--- config.mk ---
export PLATFORM = sky130hd
export DESIGN_NAME = decode_execute_core
export DESIGN_NICKNAME = d
export VERILOG_FILES = /design/src/rtl/mips_pkg.sv /design/src/rtl/grf.sv /design/src/rtl/decode_execute_core.sv
export SDC_FILE = /design/constraint.sdc
export NUM_CORES = 2
export LEC_CHECK = 0
export CORE_UTILIZATION = 45
export DETAILED_ROUTE_END_ITERATION = 7
export GPL_ROUTABILITY_DRIVEN = 0
export MAX_ROUTING_LAYER = met4
export PLACE_DENSITY_LB_ADDON = 0.15
export REMOVE_ABC_BUFFERS = 1
export SYNTH_ARGS = -nofsm -noshare
export SYNTH_HDL_FRONTEND = slang
export SYNTH_HIERARCHICAL = 1
export SYNTH_SLANG_ARGS = --single-unit
--- constraint.sdc ---
create_clock -name clk -period 52.1 [get_ports clk]
set_clock_uncertainty 0.05 [all_clocks]
set_input_delay 15.63 -clock clk [delete_from_list [all_inputs] [get_ports clk]]
set_output_delay 15.63 -clock clk [all_outputs]
set_load 0.02 [all_outputs]
--- src/rtl/mips_pkg.sv ---
// Shared ISA constants, select encodings and instruction field helpers
// for the P5 decode/execute slice.
package mips_pkg;

  localparam logic [5:0] OP_RTYPE = 6'h00;
  localparam logic [5:0] OP_BEQ   = 6'h04;
  localparam logic [5:0] OP_J     = 6'h02;
  localparam logic [5:0] OP_JAL   = 6'h03;
  localparam logic [5:0] OP_ORI   = 6'h0d;
  localparam logic [5:0] OP_LUI   = 6'h0f;
  localparam logic [5:0] OP_LW    = 6'h23;
  localparam logic [5:0] OP_SW    = 6'h2b;

  localparam logic [5:0] FN_ADDU  = 6'h21;
  localparam logic [5:0] FN_SUBU  = 6'h23;
  localparam logic [5:0] FN_JR    = 6'h08;

  localparam logic [1:0] NPC_SEQ  = 2'b00;
  localparam logic [1:0] NPC_BEQ  = 2'b01;
  localparam logic [1:0] NPC_J    = 2'b10;
  localparam logic [1:0] NPC_JR   = 2'b11;

  localparam logic [1:0] FWD_ID_GRF     = 2'd0;
  localparam logic [1:0] FWD_ID_ALU_MEM = 2'd1;
  localparam logic [1:0] FWD_ID_PC8_MEM = 2'd2;
  localparam logic [1:0] FWD_ID_PC8_EX  = 2'd3;

  localparam logic [1:0] FWD_EX_PIPE    = 2'd0;
  localparam logic [1:0] FWD_EX_WD_WB   = 2'd1;
  localparam logic [1:0] FWD_EX_PC8_MEM = 2'd2;
  localparam logic [1:0] FWD_EX_ALU_MEM = 2'd3;

  localparam logic [1:0] FWD_MEM_PIPE   = 2'd0;
  localparam logic [1:0] FWD_MEM_WD_WB  = 2'd1;

  typedef enum logic [2:0] {
    ALU_NONE,
    ALU_ADDU,
    ALU_SUBU,
    ALU_ORI,
    ALU_LUI,
    ALU_ADDI
  } alu_op_e;

  function automatic logic [5:0] f_op(input logic [31:0] i);
    return i[31:26];
  endfunction

  function automatic logic [5:0] f_funct(input logic [31:0] i);
    return i[5:0];
  endfunction

  function automatic logic [4:0] f_rs(input logic [31:0] i);
    return i[25:21];
  endfunction

  function automatic logic [4:0] f_rt(input logic [31:0] i);
    return i[20:16];
  endfunction

  function automatic logic [4:0] f_rd(input logic [31:0] i);
    return i[15:11];
  endfunction

  function automatic logic [15:0] f_imm(input logic [31:0] i);
    return i[15:0];
  endfunction

  function automatic logic is_addu(input logic [31:0] i);
    return f_op(i) == OP_RTYPE && f_funct(i) == FN_ADDU;
  endfunction

  function automatic logic is_subu(input logic [31:0] i);
    return f_op(i) == OP_RTYPE && f_funct(i) == FN_SUBU;
  endfunction

  function automatic logic is_jr(input logic [31:0] i);
    return f_op(i) == OP_RTYPE && f_funct(i) == FN_JR;
  endfunction

  function automatic logic is_jal(input logic [31:0] i);
    return f_op(i) == OP_JAL;
  endfunction

  function automatic logic is_sw(input logic [31:0] i);
    return f_op(i) == OP_SW;
  endfunction

  // Producers whose MEM-stage value is the ALU result (lw is excluded on purpose).
  function automatic logic is_alu_wr(input logic [31:0] i);
    return is_addu(i) || is_subu(i) || f_op(i) == OP_ORI || f_op(i) == OP_LUI;
  endfunction

  function automatic logic [4:0] dest_reg(input logic [31:0] i);
    if (is_addu(i) || is_subu(i)) return f_rd(i);
    if (f_op(i) == OP_ORI || f_op(i) == OP_LUI || f_op(i) == OP_LW) return f_rt(i);
    if (is_jal(i)) return 5'd31;
    return 5'd0;
  endfunction

  function automatic alu_op_e alu_op(input logic [31:0] i);
    if (is_addu(i)) return ALU_ADDU;
    if (is_subu(i)) return ALU_SUBU;
    case (f_op(i))
      OP_ORI:        return ALU_ORI;
      OP_LUI:        return ALU_LUI;
      OP_LW, OP_SW:  return ALU_ADDI;
      default:       return ALU_NONE;
    endcase
  endfunction

endpackage

--- src/rtl/grf.sv ---
// 32x32 general register file: $0 reads as zero, combinational reads with
// write-through of the same-cycle WB write, async clear on reset.
module grf
  import mips_pkg::*;
(
  input  logic        clk,
  input  logic        reset,
  input  logic [4:0]  ra1,
  input  logic [4:0]  ra2,
  input  logic        we,
  input  logic [4:0]  wa,
  input  logic [31:0] wd,
  output logic [31:0] rd1,
  output logic [31:0] rd2
);

  logic [31:0] regs_q [32];
  logic [31:0] regs_d [32];
  logic        wr_en;

  assign wr_en = we && (wa != 5'd0);

  always_comb begin
    regs_d = regs_q;
    if (wr_en) regs_d[wa] = wd;
  end

  always_ff @(posedge clk or posedge reset) begin
    if (reset) begin
      for (int i = 0; i < 32; i++) regs_q[i] <= 32'd0;
    end else begin
      regs_q <= regs_d;
    end
  end

  // Bypass is applied even while reset holds the array cleared.
  always_comb begin
    rd1 = (wr_en && ra1 == wa) ? wd : regs_q[ra1];
    rd2 = (wr_en && ra2 == wa) ? wd : regs_q[ra2];
  end

endmodule

--- src/rtl/decode_execute_core.sv ---
// P5 MIPS decode / GRF / branch resolution / forwarding control / EX ALU.
// Define CORE_TRACE_EN to print a line for every committed GRF write.
module decode_execute_core
  import mips_pkg::*;
(
  input  logic        clk,
  input  logic        reset,
  input  logic [31:0] instr_id,
  input  logic [31:0] pc_id,
  input  logic [31:0] instr_ex,
  input  logic [31:0] instr_mem,
  input  logic [31:0] instr_wb,
  input  logic [31:0] rs_data_ex,
  input  logic [31:0] rt_data_ex,
  input  logic [31:0] imm_ext_ex,
  input  logic [4:0]  rega3_mem,
  input  logic [4:0]  rega3_wb,
  input  logic [31:0] alu_out_mem,
  input  logic [31:0] pc8_ex,
  input  logic [31:0] pc8_mem,
  input  logic [31:0] wd_wb,
  input  logic        rf_we_wb,
  input  logic [31:0] pc_wb,
  output logic [1:0]  npc_op,
  output logic [31:0] npc_value,
  output logic [31:0] rs_data_id,
  output logic [31:0] rt_data_id,
  output logic [31:0] imm_ext_id,
  output logic [31:0] alu_a_ex,
  output logic [31:0] alu_b_ex,
  output logic [31:0] alu_out_ex,
  output logic [4:0]  rega3_ex,
  output logic [1:0]  fwd_rt_mem
);

  logic [1:0]  fwd_id_rs, fwd_id_rt, fwd_ex_rs, fwd_ex_rt;
  logic [31:0] id_rs_val, id_rt_val, pc4_id, br_off;
  logic        wb_write;

  assign wb_write = rf_we_wb && (rega3_wb != 5'd0);

  grf u_grf (
    .clk   (clk),
    .reset (reset),
    .ra1   (f_rs(instr_id)),
    .ra2   (f_rt(instr_id)),
    .we    (rf_we_wb),
    .wa    (rega3_wb),
    .wd    (wd_wb),
    .rd1   (rs_data_id),
    .rd2   (rt_data_id)
  );

  function automatic logic [1:0] id_sel(input logic [4:0] r);
    if (r == 5'd0) return FWD_ID_GRF;
    if (is_jal(instr_ex) && r == 5'd31) return FWD_ID_PC8_EX;
    if (r == rega3_mem && is_alu_wr(instr_mem)) return FWD_ID_ALU_MEM;
    if (r == rega3_mem && is_jal(instr_mem)) return FWD_ID_PC8_MEM;
    return FWD_ID_GRF;
  endfunction

  function automatic logic [1:0] ex_sel(input logic [4:0] r);
    if (r == 5'd0) return FWD_EX_PIPE;
    if (r == rega3_mem && is_alu_wr(instr_mem)) return FWD_EX_ALU_MEM;
    if (r == rega3_mem && is_jal(instr_mem)) return FWD_EX_PC8_MEM;
    if (wb_write && r == rega3_wb) return FWD_EX_WD_WB;
    return FWD_EX_PIPE;
  endfunction

  always_comb begin
    fwd_id_rs = id_sel(f_rs(instr_id));
    fwd_id_rt = id_sel(f_rt(instr_id));
    fwd_ex_rs = ex_sel(f_rs(instr_ex));
    fwd_ex_rt = ex_sel(f_rt(instr_ex));
  end

  always_comb begin
    case (fwd_id_rs)
      FWD_ID_ALU_MEM: id_rs_val = alu_out_mem;
      FWD_ID_PC8_MEM: id_rs_val = pc8_mem;
      FWD_ID_PC8_EX:  id_rs_val = pc8_ex;
      default:        id_rs_val = rs_data_id;
    endcase
    case (fwd_id_rt)
      FWD_ID_ALU_MEM: id_rt_val = alu_out_mem;
      FWD_ID_PC8_MEM: id_rt_val = pc8_mem;
      FWD_ID_PC8_EX:  id_rt_val = pc8_ex;
      default:        id_rt_val = rt_data_id;
    endcase
  end

  always_comb begin
    imm_ext_id = (f_op(instr_id) == OP_ORI) ? {16'd0, f_imm(instr_id)}
                                            : {{16{instr_id[15]}}, f_imm(instr_id)};
    pc4_id    = pc_id + 32'd4;
    br_off    = {{14{instr_id[15]}}, f_imm(instr_id), 2'b00};
    npc_op    = NPC_SEQ;
    npc_value = pc4_id;
    if (f_op(instr_id) == OP_BEQ && id_rs_val == id_rt_val) begin
      npc_op    = NPC_BEQ;
      npc_value = pc4_id + br_off;
    end else if (f_op(instr_id) == OP_J || f_op(instr_id) == OP_JAL) begin
      npc_op    = NPC_J;
      npc_value = {pc_id[31:28], instr_id[25:0], 2'b00};
    end else if (is_jr(instr_id)) begin
      npc_op    = NPC_JR;
      npc_value = id_rs_val;
    end
  end

  always_comb begin
    case (fwd_ex_rs)
      FWD_EX_WD_WB:   alu_a_ex = wd_wb;
      FWD_EX_PC8_MEM: alu_a_ex = pc8_mem;
      FWD_EX_ALU_MEM: alu_a_ex = alu_out_mem;
      default:        alu_a_ex = rs_data_ex;
    endcase
    case (fwd_ex_rt)
      FWD_EX_WD_WB:   alu_b_ex = wd_wb;
      FWD_EX_PC8_MEM: alu_b_ex = pc8_mem;
      FWD_EX_ALU_MEM: alu_b_ex = alu_out_mem;
      default:        alu_b_ex = rt_data_ex;
    endcase
  end

  always_comb begin
    case (alu_op(instr_ex))
      ALU_ADDU: alu_out_ex = alu_a_ex + alu_b_ex;
      ALU_SUBU: alu_out_ex = alu_a_ex - alu_b_ex;
      ALU_ORI:  alu_out_ex = alu_a_ex | imm_ext_ex;
      ALU_LUI:  alu_out_ex = {imm_ext_ex[15:0], 16'd0};
      ALU_ADDI: alu_out_ex = alu_a_ex + imm_ext_ex;
      default:  alu_out_ex = 32'd0;
    endcase
    rega3_ex = dest_reg(instr_ex);
  end

  // Store data in MEM can only still be stale with respect to the WB write.
  always_comb begin
    fwd_rt_mem = FWD_MEM_PIPE;
    if (is_sw(instr_mem) && wb_write && f_rt(instr_mem) == rega3_wb)
      fwd_rt_mem = FWD_MEM_WD_WB;
  end

`ifdef CORE_TRACE_EN
  logic unused_instr_wb;
  assign unused_instr_wb = ^instr_wb;

  always @(posedge clk) begin
    if (!reset && wb_write)
      $display("%d@%h: $%d <= %h", $time, pc_wb, rega3_wb, wd_wb);
  end
`else
  logic unused_trace_inputs;
  assign unused_trace_inputs = ^{instr_wb, pc_wb};
`endif

endmodule

==> out/qor.csv <==
metric;value;unit
PD cells;34.0;nW/um^2
Clock power frac;32.6;%
metal3 WL;32200;um
Slew headroom;4.99;%
CP bufs+invs;4;
delay-heaviest family, CP;compound AO/OA/AOI/OAI gates;
WP data arrival;25.45;ns
Post-CTS Setup Inserts;0;
max incr delay on CP;1.02;ns
CP max-delay cell;nor4b_1;
# IOs;662;
share of cells above drive strength 1;36.5;%
post-CTS sizing;0;
Initial Utilization;45.5;%
CP Max Fanout;22;
TritonCTS clock tree;built;
Peak VDD IR;0.0279;mV
Worst setup startpoint;instr_mem[26];
Hold Crit Class;flop to flop;
multi-input logic area;36000;sq um
max reg flops;1024;
post-detailed-placement half-perimeter wirelength;182000;um
aggregate global-route resource usage;39.3;%
drt total wl;276000;um
Layout Nets;5883;
area share of the largest cell type after synthesis;40.1;%
worst flop-to-flop path startpoint;u_grf/regs_q[103]$_DFFE_PP0P_;
FFs w/ async S/R, synth;100;%
drt wl/cell;37.5;um
HP Start;u_grf/regs_q[996]$_DFFE_PP0P_;
Tightest Pin Transition;1.43;ns
P_sw;0.000757;W
total CTS buffers;110;
Clock Tree Root;clkbuf_16;
first-pass GRT wire length;384000;um
mapped cell area;63900;sq um
Top FF cell, synth;dfrtp_1;
Reg clk slew, reported paths;0.06;ns
FILL cells;12200;
number of global-route vias before repair;50400;
vias after detailed routing;51500;
sequential share of power;41.2;%
register area;25600;sq um
failing checks;design-rule violations;
total of warnings raised by yosys;6;
#FFs+latches synth;1024;
Routed Antenna Nets;0;
width of the die;379;um
antenna violations before repair;34;
Bufs on Longest Clock Path;3;
TritonRoute pass-1 iters;8;
metal2 WL;123000;um
Die ar.;143000;sq um
combinational fraction of design power;26.2;%
Mapped Cells;5073;
Pins Over Slew Limit;0;
largest registers;u_grf/regs_q (1024);
clk sink count;1024;
f_max;0.0243;GHz
area of the core;140000;sq um
# hold bufs at CTS;0;
Syn Area/Cell;12.6;sq um
# DRC;8;
Via density;6.99;
critical path class;input pin to output pin;
largest net degree at the start of global routing;173;
leakage power;31.5;nW
Initial DRC Count;6974;
RSZ-0062 raised after global routing;false;
CTS HTree Levels;3;
switching share of power;29.7;%
EDFF count, synth;0;
largest cells by area after synthesis;dfrtp_1, mux2_2, mux4_2;
Area Overhead vs Synth;17.5;%
CP startpoint kind;input pin;
Core Rows;137;
R2R setup slack;51.25;ns
fin crit share;78.9;%
CP Data Required Time;36.42;ns
Yosys top cell by area;dfrtp_1;
Sum Neg Setup Slack;0;ns
max layer used;met4;
grt total ovfl;0;
max-cap viol count;0;
post-synthesis sequential area ratio;40.1;%
Worst-Skew Late Latency;0.70;ns
input/output buffers;575;
fin crit period;41.13;ns
Total Power;0.00255;W
# setup viols final;0;
Die Height;379;um
final hold violations;0;
M1 WL;105000;um
Largest Register;u_grf/regs_q;
element type at the critical path end;output pin;
Netlist cell types;79;
status;finished, violations left;
Int Power;0.00180;W
-- power by group through the flow --
stage	combinational (W)	sequential, W	clock (W)
floorplan	0.000424	0.00103	0
global placement	0.000647	0.00105	0
detailed placement	0.000657	0.00106	0
CTS	0.000660	0.00105	0.000836
global route	0.000701	0.00107	0.000869
finish	0.000668	0.00105	0.000832
-- kinds of logic (layout without fill, tap and decap cells) --
logic type	after synthesis	in the layout	synth area share, %
other	1	18	0.00587
buffers and inverters	583	980	4.02
muxes	1589	1589	36.9
adders and majority gates	64	64	1.28
xor gates and xnor gates	182	182	2.50
and+or+nand+nor	821	821	6.37
DFF	1024	1024	40.1
AOI/OAI and AO/OA	809	809	8.77
-- synth_stat cells (all sizes together) (24+ instances only) --
cell,count
mux2,1045
dfrtp,1024
mux4,510
clkbuf,294
o22ai,269
nor2,262
buf,248
nand2,181
o21ai,117
xnor2,110
a21oi,98
nor4,76
a222oi,74
xor2,72
ha,62
nand3,58
a221oi,57
a22oi,42
inv,41
and2,38
nor3,35
mux2i,34
a21o,31
nand2b,29
and3,24
-- layout make-up --
type	instances	share of cell area, %
multi-input combinational	3466	48.0
sequential	1024	34.1
timing repair buffer	747	9.48
clock buffer	154	4.25
tap	1876	3.13
clock inverter	38	0.767
inverter	41	0.215
antenna	17	0.0567
-- per-stage QoR --
stage,instances,hold WS [ns],area [sq um],utilization [%],worst slack [ns]
floorplan,4531,0.315,61500,-,7.60
global placement,7154,0.326,71300,50.8,11.32
detailed placement,7154,0.333,71300,50.8,11.34
CTS,7346,0.346,75000,53.5,11.26
global route,7361,0.356,75100,53.5,10.75
finish,7363,0.344,75100,53.5,10.97
-- cell usage in the layout (no fill, tap or decap), types with 42 or more instances in the layout --
cell	count
dfrtp_1	1024
nor2_1	244
mux4_2	510
mux2_2	1045
clkdlybuf4s50_1	571
xnor2_1	110
nand2_1	166
nand3_1	54
a221oi_1	57
o22ai_1	268
o21ai_0	106
a21oi_1	97
xor2_1	72
buf_4	168
a22oi_1	42
ha_1	62
nor4_1	72
clkbuf_16	113
a222oi_1	74
-- layer usage --
| metal | up-vias | GRT usage (%) |
|---|---|---|
| li1 | 20300 | - |
| met1 | 26900 | 49.4 |
| met2 | 3397 | 57.7 |
| met3 | 829 | 11.2 |
| met4 | 0 | 20.6 |
| met5 | - | - |
-- path summary, 6_finish.rpt --
kind	endpoint	depth (start not counted)
max	alu_out_ex[31]	28
min	u_grf/regs_q[996]$_DFFE_PP0P_	0
max reg2reg	u_grf/regs_q[103]$_DFFE_PP0P_	1
min reg2reg	u_grf/regs_q[996]$_DFFE_PP0P_	0
max in group asynchronous	u_grf/regs_q[974]$_DFFE_PP0P_	7
min in group asynchronous	u_grf/regs_q[797]$_DFFE_PP0P_	2
(Power assumes the default switching activity.)
